--- config.mk ---
export PLATFORM = sky130hd
export DESIGN_NAME = readback_snapshot_mux
export DESIGN_NICKNAME = d
export VERILOG_FILES = /design/src/rtl/rpspmc_readback_pkg.sv /design/src/rtl/rpspmc_uptime_counter.sv /design/src/rtl/readback_snapshot_mux.sv
export SDC_FILE = /design/constraint.sdc
export NUM_CORES = 1
export LEC_CHECK = 0
export BUFFER_PORTS_ARGS = -buffer_cell sky130_fd_sc_hd__buf_2
export CAP_MARGIN = 20
export CORE_AREA = 2 2 459 461
export DETAILED_ROUTE_END_ITERATION = 16
export DIE_AREA = 0 0 461 463
export GPL_TIMING_DRIVEN = 0
export PLACE_DENSITY = 0.3
export SYNTH_ARGS = -nofsm -noshare
export SYNTH_HDL_FRONTEND = slang
export SYNTH_HIERARCHICAL = 1
export SYNTH_SLANG_ARGS = --single-unit
--- constraint.sdc ---
create_clock -name aclk -period 3.4 [get_ports aclk]
set_clock_uncertainty 0.15 [all_clocks]
set_input_delay 0.17 -clock aclk [delete_from_list [all_inputs] [get_ports aclk]]
set_output_delay 0.17 -clock aclk [all_outputs]
set_load 0.05 [all_outputs]
--- src/rtl/rpspmc_readback_pkg.sv ---
// Shared types and default constants for the PS readback snapshot path.
package rpspmc_readback_pkg;

    typedef enum logic [1:0] {
        ST_IDLE    = 2'd0,
        ST_SETTLE  = 2'd1,
        ST_CAPTURE = 2'd2,
        ST_HOLD    = 2'd3
    } rb_state_e;

    localparam int unsigned DEF_BASE_ADDR    = 100001;
    localparam int unsigned DEF_ADDR_UPTIME  = 101900;
    localparam int unsigned DEF_ADDR_VERSION = 199997;
    localparam int unsigned DEF_ADDR_STATE   = 199999;

    localparam logic [31:0] DEF_VERSION_A = 32'hEC010100;
    localparam logic [31:0] DEF_VERSION_B = 32'h20250601;

    localparam int unsigned ADDR_W = 32;
    localparam int unsigned SEQ_W  = 8;
    localparam int unsigned CNT_W  = 4;
    localparam int unsigned UP_W   = 32;

endpackage

--- src/rtl/rpspmc_uptime_counter.sv ---
// Free-running uptime: seconds counter plus down-counting sub-second tics.
module rpspmc_uptime_counter
    import rpspmc_readback_pkg::*;
#(
    parameter int unsigned CLK_HZ = 125000000
)(
    input  logic            aclk,
    input  logic            aresetn,
    output logic [UP_W-1:0] clock_sec,
    output logic [UP_W-1:0] clock_tics
);
    localparam logic [UP_W-1:0] TICS_MAX = UP_W'(CLK_HZ - 1);

    logic [UP_W-1:0] r_sec;
    logic [UP_W-1:0] r_tics;

    // Reload on the zero tic and roll the seconds (wraps naturally at 2^32).
    always_ff @(posedge aclk or negedge aresetn) begin
        if (!aresetn) begin
            r_sec  <= '0;
            r_tics <= TICS_MAX;
        end else if (r_tics == '0) begin
            r_sec  <= r_sec + UP_W'(1);
            r_tics <= TICS_MAX;
        end else begin
            r_tics <= r_tics - UP_W'(1);
        end
    end

    assign clock_sec  = r_sec;
    assign clock_tics = r_tics;

endmodule

--- src/rtl/readback_snapshot_mux.sv ---
// Address-selected readback mux that captures a coherent A/B word pair once
// config_addr has been stable long enough, and holds it until the next change.
module readback_snapshot_mux
    import rpspmc_readback_pkg::*;
#(
    parameter int unsigned N_CH         = 16,
    parameter int unsigned DW           = 32,
    parameter int unsigned BASE_ADDR    = DEF_BASE_ADDR,
    parameter int unsigned ADDR_UPTIME  = DEF_ADDR_UPTIME,
    parameter int unsigned ADDR_VERSION = DEF_ADDR_VERSION,
    parameter int unsigned ADDR_STATE   = DEF_ADDR_STATE,
    parameter int unsigned CLK_HZ       = 125000000,
    parameter int unsigned SETTLE_CYC   = 2,
    parameter logic [31:0] VERSION_A    = DEF_VERSION_A,
    parameter logic [31:0] VERSION_B    = DEF_VERSION_B
)(
    input  logic               aclk,
    input  logic               aresetn,
    input  logic [ADDR_W-1:0]  config_addr,
    input  logic [N_CH*DW-1:0] ch_a,
    input  logic [N_CH*DW-1:0] ch_b,
    output logic [DW-1:0]      gpio_dataA,
    output logic [DW-1:0]      gpio_dataB,
    output logic               rb_valid,
    output logic [SEQ_W-1:0]   rb_seq,
    output logic [UP_W-1:0]    clock_sec,
    output logic [UP_W-1:0]    clock_tics
);
    localparam int unsigned IDX_W = (N_CH > 1) ? $clog2(N_CH) : 1;
    localparam logic [CNT_W-1:0] SETTLE_LAST = CNT_W'(SETTLE_CYC - 1);

    rb_state_e         r_state;
    rb_state_e         w_state_nxt;
    logic [CNT_W-1:0]  r_cnt;
    logic [CNT_W-1:0]  w_cnt_nxt;
    logic [ADDR_W-1:0] r_prev_addr;
    logic [DW-1:0]     r_data_a;
    logic [DW-1:0]     r_data_b;
    logic [DW-1:0]     w_data_a_nxt;
    logic [DW-1:0]     w_data_b_nxt;
    logic              r_valid;
    logic              w_valid_nxt;
    logic [SEQ_W-1:0]  r_seq;
    logic [SEQ_W-1:0]  w_seq_nxt;
    logic [DW-1:0]     r_state_cnt;
    logic [DW-1:0]     w_state_cnt_nxt;
    logic              r_startup;
    logic              w_startup_nxt;

    logic              w_chg;
    logic              w_is_up;
    logic              w_is_ver;
    logic              w_is_state;
    logic              w_in_ch;
    logic [ADDR_W-1:0] w_off;
    logic [IDX_W-1:0]  w_idx;
    logic [DW-1:0]     w_cap_a;
    logic [DW-1:0]     w_cap_b;
    logic [UP_W-1:0]   w_sec;
    logic [UP_W-1:0]   w_tics;

    rpspmc_uptime_counter #(
        .CLK_HZ (CLK_HZ)
    ) u_uptime (
        .aclk       (aclk),
        .aresetn    (aresetn),
        .clock_sec  (w_sec),
        .clock_tics (w_tics)
    );

    assign w_chg      = (config_addr != r_prev_addr);
    assign w_is_up    = (config_addr == ADDR_W'(ADDR_UPTIME));
    assign w_is_ver   = (config_addr == ADDR_W'(ADDR_VERSION));
    assign w_is_state = (config_addr == ADDR_W'(ADDR_STATE));
    assign w_off      = config_addr - ADDR_W'(BASE_ADDR);
    assign w_in_ch    = (config_addr >= ADDR_W'(BASE_ADDR)) && (w_off < ADDR_W'(N_CH));
    assign w_idx      = IDX_W'(w_off);

    // Snapshot source decode; special addresses win over the channel window.
    always_comb begin
        w_cap_a = '1;
        w_cap_b = DW'(config_addr);
        if (w_is_up) begin
            w_cap_a = DW'(w_sec);
            w_cap_b = DW'(w_tics);
        end else if (w_is_ver) begin
            w_cap_a = DW'(VERSION_A);
            w_cap_b = DW'(VERSION_B);
        end else if (w_is_state) begin
            w_cap_a = r_state_cnt;
            w_cap_b = DW'(r_startup);
        end else if (w_in_ch) begin
            w_cap_a = ch_a[w_idx*DW +: DW];
            w_cap_b = ch_b[w_idx*DW +: DW];
        end
    end

    // Next-state and registered-output logic; an address change overrides every state.
    always_comb begin
        w_state_nxt     = r_state;
        w_cnt_nxt       = r_cnt;
        w_data_a_nxt    = r_data_a;
        w_data_b_nxt    = r_data_b;
        w_valid_nxt     = r_valid;
        w_seq_nxt       = r_seq;
        w_state_cnt_nxt = r_state_cnt;
        w_startup_nxt   = r_startup;

        if (w_chg) begin
            w_state_nxt = ST_SETTLE;
            w_cnt_nxt   = '0;
            w_valid_nxt = 1'b0;
        end else begin
            case (r_state)
                ST_IDLE: begin
                    w_state_nxt = ST_SETTLE;
                    w_cnt_nxt   = '0;
                end
                ST_SETTLE: begin
                    if (r_cnt == SETTLE_LAST) begin
                        w_state_nxt = ST_CAPTURE;
                    end else begin
                        w_cnt_nxt = r_cnt + CNT_W'(1);
                    end
                end
                ST_CAPTURE: begin
                    w_data_a_nxt = w_cap_a;
                    w_data_b_nxt = w_cap_b;
                    w_valid_nxt  = 1'b1;
                    w_seq_nxt    = r_seq + SEQ_W'(1);
                    w_state_nxt  = ST_HOLD;
                    if (w_is_state) begin
                        w_state_cnt_nxt = r_state_cnt + DW'(1);
                    end
                    if (w_is_ver) begin
                        w_startup_nxt = 1'b0;
                    end
                end
                ST_HOLD: begin
                    w_state_nxt = ST_HOLD;
                end
                default: begin
                    w_state_nxt = ST_IDLE;
                end
            endcase
        end
    end

    always_ff @(posedge aclk or negedge aresetn) begin
        if (!aresetn) begin
            r_state     <= ST_IDLE;
            r_cnt       <= '0;
            r_prev_addr <= '0;
            r_data_a    <= '0;
            r_data_b    <= '0;
            r_valid     <= 1'b0;
            r_seq       <= '0;
            r_state_cnt <= '0;
            r_startup   <= 1'b1;
        end else begin
            r_state     <= w_state_nxt;
            r_cnt       <= w_cnt_nxt;
            r_prev_addr <= config_addr;
            r_data_a    <= w_data_a_nxt;
            r_data_b    <= w_data_b_nxt;
            r_valid     <= w_valid_nxt;
            r_seq       <= w_seq_nxt;
            r_state_cnt <= w_state_cnt_nxt;
            r_startup   <= w_startup_nxt;
        end
    end

    assign gpio_dataA = r_data_a;
    assign gpio_dataB = r_data_b;
    assign rb_valid   = r_valid;
    assign rb_seq     = r_seq;
    assign clock_sec  = w_sec;
    assign clock_tics = w_tics;

endmodule

==> summary by stage <==
Status
The flow ran to the end, but the final reports show violations. The checks that failed: setup timing.

Yosys
The number of nets in the synthesized netlist is 2624. The Yosys step of the flow raised 6 warnings. Yosys mapped a number of flops with a built-in enable equal to 0. For this run, the register share of the synthesized area comes to ~28%. The distinct cell type count after synthesis is 75. After synthesis, the mean cell area works out to approximately 12 µm². The synthesized netlist cell count is 1556.

The count of state elements after synthesis is 208. For this run, asynchronously set or reset flops after synthesis account for 100%. The mapped netlist covers about 18000 µm². Among all flip-flop cells after synthesis, the most frequent one is sky130_fd_sc_hd__dfrtp_1.

Layout
Of the cells placed in the final design, the portion with a size suffix greater than 1 is 62.4%. The filler-free cell count of the finished design is around 5800. The total number of nets in the final design is 3918. The final core utilization is 14.8%.

The layout-stage area growth over the synthesis result is 67.6%.

STA
The normalized max-slew margin is 25.8%. The final number of hold-violating endpoints was 0. Setup repair after global routing could not meet its margin everywhere.

On the final layout, the worst hold slack is between 0.01 and 0.015 ns. Setup violations remaining at the end of the flow were counted as 1. The maximum operating frequency is 0.293 GHz.

For the pin with the worst max-slew slack, the measured transition is 1.11 ns. The smallest clock period supported by the final layout is computed as approximately 3.4 ns. The final worst setup slack is -0.00948 ns. The final max-slew violation count is 0. The final worst-path cycle share is 100%.

Floorplan
From left edge to right edge, the die measures 461 µm. The height of the die is 463 µm. The effective utilization at floorplan is 8.86%. In this run the core area contains ~170 standard-cell rows. 1195 I/O pins were placed. The region available for standard cell placement spans 209000 µm². The die footprint is 213000 µm².

Clock tree
The clock tree from TritonCTS is built. The clock-pin slew of the registers on the worst-case setup and hold paths is 0.06 ns. Clock latency on the worst-skew pair, taken at its later pin, is 0.57 ns. In this run the number of H-tree levels came out at 1. CTS saw 208 sinks. Clock tree synthesis inserted a total of 23 buffers. The maximum clock insertion buffer count is 3.

In this run the clock root is driven by a sky130_fd_sc_hd__clkbuf_16.

Route
The average via count per standard cell is 3.87. The via count is 22300. Before antenna repair, the detailed router went through 5 iterations. The count of nets left with antenna violations once routing finished came out at 0.

The routed wirelength normalized by instance count is around 38 µm. For this run, design rule violations remaining after detail routing come to 0. The initial detailed-routing violation count is between 2000 and 2500. Summed over all layers, the routed wires come to approximately 220000 µm.

GRT
Global routing finished with a remaining overflow of 0. The initial antenna violation count is 180. The first global-routing pass estimated 274000 µm of wire. The via count of the first global-routing pass came to approximately 22000. Global routing used roughly 20% of the available tracks. Entering global routing, the biggest net connects 101 pins.

Placement
The congestion estimate from routability-driven global placement came to approximately 0.95. The post-placement worst setup slack is -2.62 ns. The estimated wirelength of the detail-placed design is 200000 µm.

The number of cells in the design after placement is 5571. The number of I/O port buffers is 1194.

Pwr
The worst IR drop on VDD is 0.266 mV. The design draws 9.11 mW. The static leakage is 13.1 nW.

The total power divided by cell area is approximately 290 nW/µm².

Setup path
The category of the worst setup path capture point is a flop. The critical setup path kind is in -> reg. The biggest fanout along the worst timing path is 9. The arrival time of the worst setup path is 3.68 ns.

STA puts the critical path data required time at approximately 3.7 ns. The number of cells on the worst reg-to-reg path is 10. The sort of element at the start of the critical path is a primary input.

Hold path
In this run the worst hold path is classified as in -> reg. The worst hold path passes through 3 cells.

Flow run
The tool flagged a number of max-cap violations equal to 0.
[cells by family (layout without fill, tap and decap cells)]
logic type | after synthesis | after routing | share of synthesized area [%]
AOI/OAI and AO/OA | 214 | 214 | 7.67
xor gates and xnor gates | 130 | 130 | 6.16
adders and majority gates | 10 | 10 | 0.677
buffers and inverters | 174 | 1485 | 3.77
DFF | 208 | 208 | 28.3
muxes | 337 | 337 | 39.4
other | 0 | 101 | 0
and+or+nand+nor | 483 | 483 | 14.0
[timing repair]
action,CTS,global route
gates resized for setup,156,55
buffers inserted,21,8
hold buffers,34,4
pin swaps,29,17
setup endpoints to repair,115,86
hold endpoints to repair,142,4
[layout make-up]
cell class,count,area (µm²)
well taps,2805,3510
flip-flops and latches,208,5230
plain buffers,123,682
repair buffers,1282,7000
fillers,23900,178000
clock buffers,28,644
clock inverters,14,175
inverters,38,155
multi-input cells,1174,13300
diodes,101,253
[worst max-delay path, cell delays in order]
cell	delay, ns
sky130_fd_sc_hd__buf_2	0.10
sky130_fd_sc_hd__buf_2	0.21
sky130_fd_sc_hd__or4_4	0.61
sky130_fd_sc_hd__or3_1	0.42
sky130_fd_sc_hd__nor3_4	0.24
sky130_fd_sc_hd__a41oi_1	0.17
sky130_fd_sc_hd__nor3_1	0.17
sky130_fd_sc_hd__o31ai_1	0.16
sky130_fd_sc_hd__or4b_4	0.56
sky130_fd_sc_hd__buf_12	0.16
sky130_fd_sc_hd__buf_12	0.14
sky130_fd_sc_hd__o211ai_1	0.41
sky130_fd_sc_hd__a21oi_1	0.13
[cells in the mapped netlist, types with 5 or more instances]
cell / n / area share, %
sky130_fd_sc_hd__a211oi_1: 9 / 0.37
sky130_fd_sc_hd__a21oi_1: 76 / 2.1
sky130_fd_sc_hd__a31oi_1: 8 / 0.27
sky130_fd_sc_hd__a41oi_1: 14 / 0.66
sky130_fd_sc_hd__and3_1: 48 / 1.6
sky130_fd_sc_hd__buf_1: 28 / 0.57
sky130_fd_sc_hd__buf_2: 10 / 0.27
sky130_fd_sc_hd__clkbuf_1: 94 / 1.9
sky130_fd_sc_hd__dfrtp_1: 189 / 26
sky130_fd_sc_hd__dfstp_2: 19 / 2.7
sky130_fd_sc_hd__ha_1: 10 / 0.68
sky130_fd_sc_hd__inv_1: 38 / 0.77
sky130_fd_sc_hd__mux2_2: 6 / 0.37
sky130_fd_sc_hd__mux2i_1: 19 / 1.0
sky130_fd_sc_hd__mux4_2: 311 / 38
sky130_fd_sc_hd__nand2_1: 128 / 2.6
sky130_fd_sc_hd__nand3_1: 43 / 1.2
sky130_fd_sc_hd__nand3b_1: 16 / 0.65
sky130_fd_sc_hd__nand4_1: 36 / 1.2
sky130_fd_sc_hd__nor2_1: 76 / 1.5
sky130_fd_sc_hd__nor2b_1: 11 / 0.37
sky130_fd_sc_hd__nor3_1: 36 / 0.98
sky130_fd_sc_hd__nor3b_1: 5 / 0.20
sky130_fd_sc_hd__nor4_1: 25 / 0.85
sky130_fd_sc_hd__nor4b_1: 6 / 0.28
sky130_fd_sc_hd__o211ai_1: 6 / 0.24
sky130_fd_sc_hd__o21ai_0: 34 / 0.92
sky130_fd_sc_hd__o221ai_1: 25 / 1.2
sky130_fd_sc_hd__o22ai_1: 7 / 0.24
sky130_fd_sc_hd__or3_1: 8 / 0.27
sky130_fd_sc_hd__or4_1: 11 / 0.45
sky130_fd_sc_hd__xnor2_1: 101 / 4.8
sky130_fd_sc_hd__xor2_1: 29 / 1.4
[cell usage in the layout (no fill, tap or decap), drive strengths merged, types with 8 or more instances in the layout]
cell         synthesis  layout
a211oi               9       9
a21oi               77      77
a31oi                8       8
a41oi               14      14
and3                48      48
buf                 42    1281
clkbuf              94     114
clkinv               0       8
dfrtp              189     189
dfstp               19      19
diode                0     101
dlygate4sd3          0      37
ha                  10      10
inv                 38      38
mux2i               19      19
mux4               311     311
nand2              128     128
nand3               43      43
nand3b              16      16
nand4               38      38
nor2                76      76
nor2b               11      11
nor3                38      38
nor4                28      28
o21ai               36      36
o221ai              25      25
or3                  9       9
or4                 13      13
xnor2              101     101
xor2                29      29
[final timing paths]
| path | slack [ns] | from | end |
|---|---|---|---|
| setup / recovery | -0.009 | config_addr[12] | gpio_dataB[16] |
| hold / removal | 0.01 | config_addr[13] | gpio_dataB[13] |
| setup reg to reg | 0.07 | r_prev_addr[0] | r_state_cnt[30] |
| hold reg to reg | 0.32 | r_startup | r_startup |
| max in group asynchronous | 1.43 | aresetn | u_uptime/clock_sec[5] |
| min in group asynchronous | 0.47 | aresetn | r_state_cnt[27] |
[power breakdown]
group          total, mW  switching, mW  internal [mW]
Clock               2.82           1.23           1.59
Combinational       3.78           2.28           1.50
Sequential          2.50        0.00859           2.49
[registers in the layout (all words and copies together) (netlist names)]
register	flops
r_state	2
r_prev_addr	32
u_uptime/clock_sec	32
rb_valid	1
r_startup	1
r_state_cnt	32
rb_seq	8
gpio_dataB	32
r_cnt	4
u_uptime/clock_tics	32
gpio_dataA	32
[layer usage]
metal  global-route usage [%]  part of all wire, %
met1                     27.4                   44
met2                     30.9                   44
met3                     6.70                  9.9
met4                     3.52                  2.3
met5                        0                 0.23
[per-stage QoR]
step	TNS, ns	cell area, µm²
3_3_place_gp	-688.74	28100
4_1_cts	-3.42	30400
3_5_place_dp	-167.80	28400
6_report	-0.00948	30900
5_1_grt	-0.0560	30800
2_1_floorplan	-4.64	18600
No activity file was read; power rests on OpenSTA's default activity.
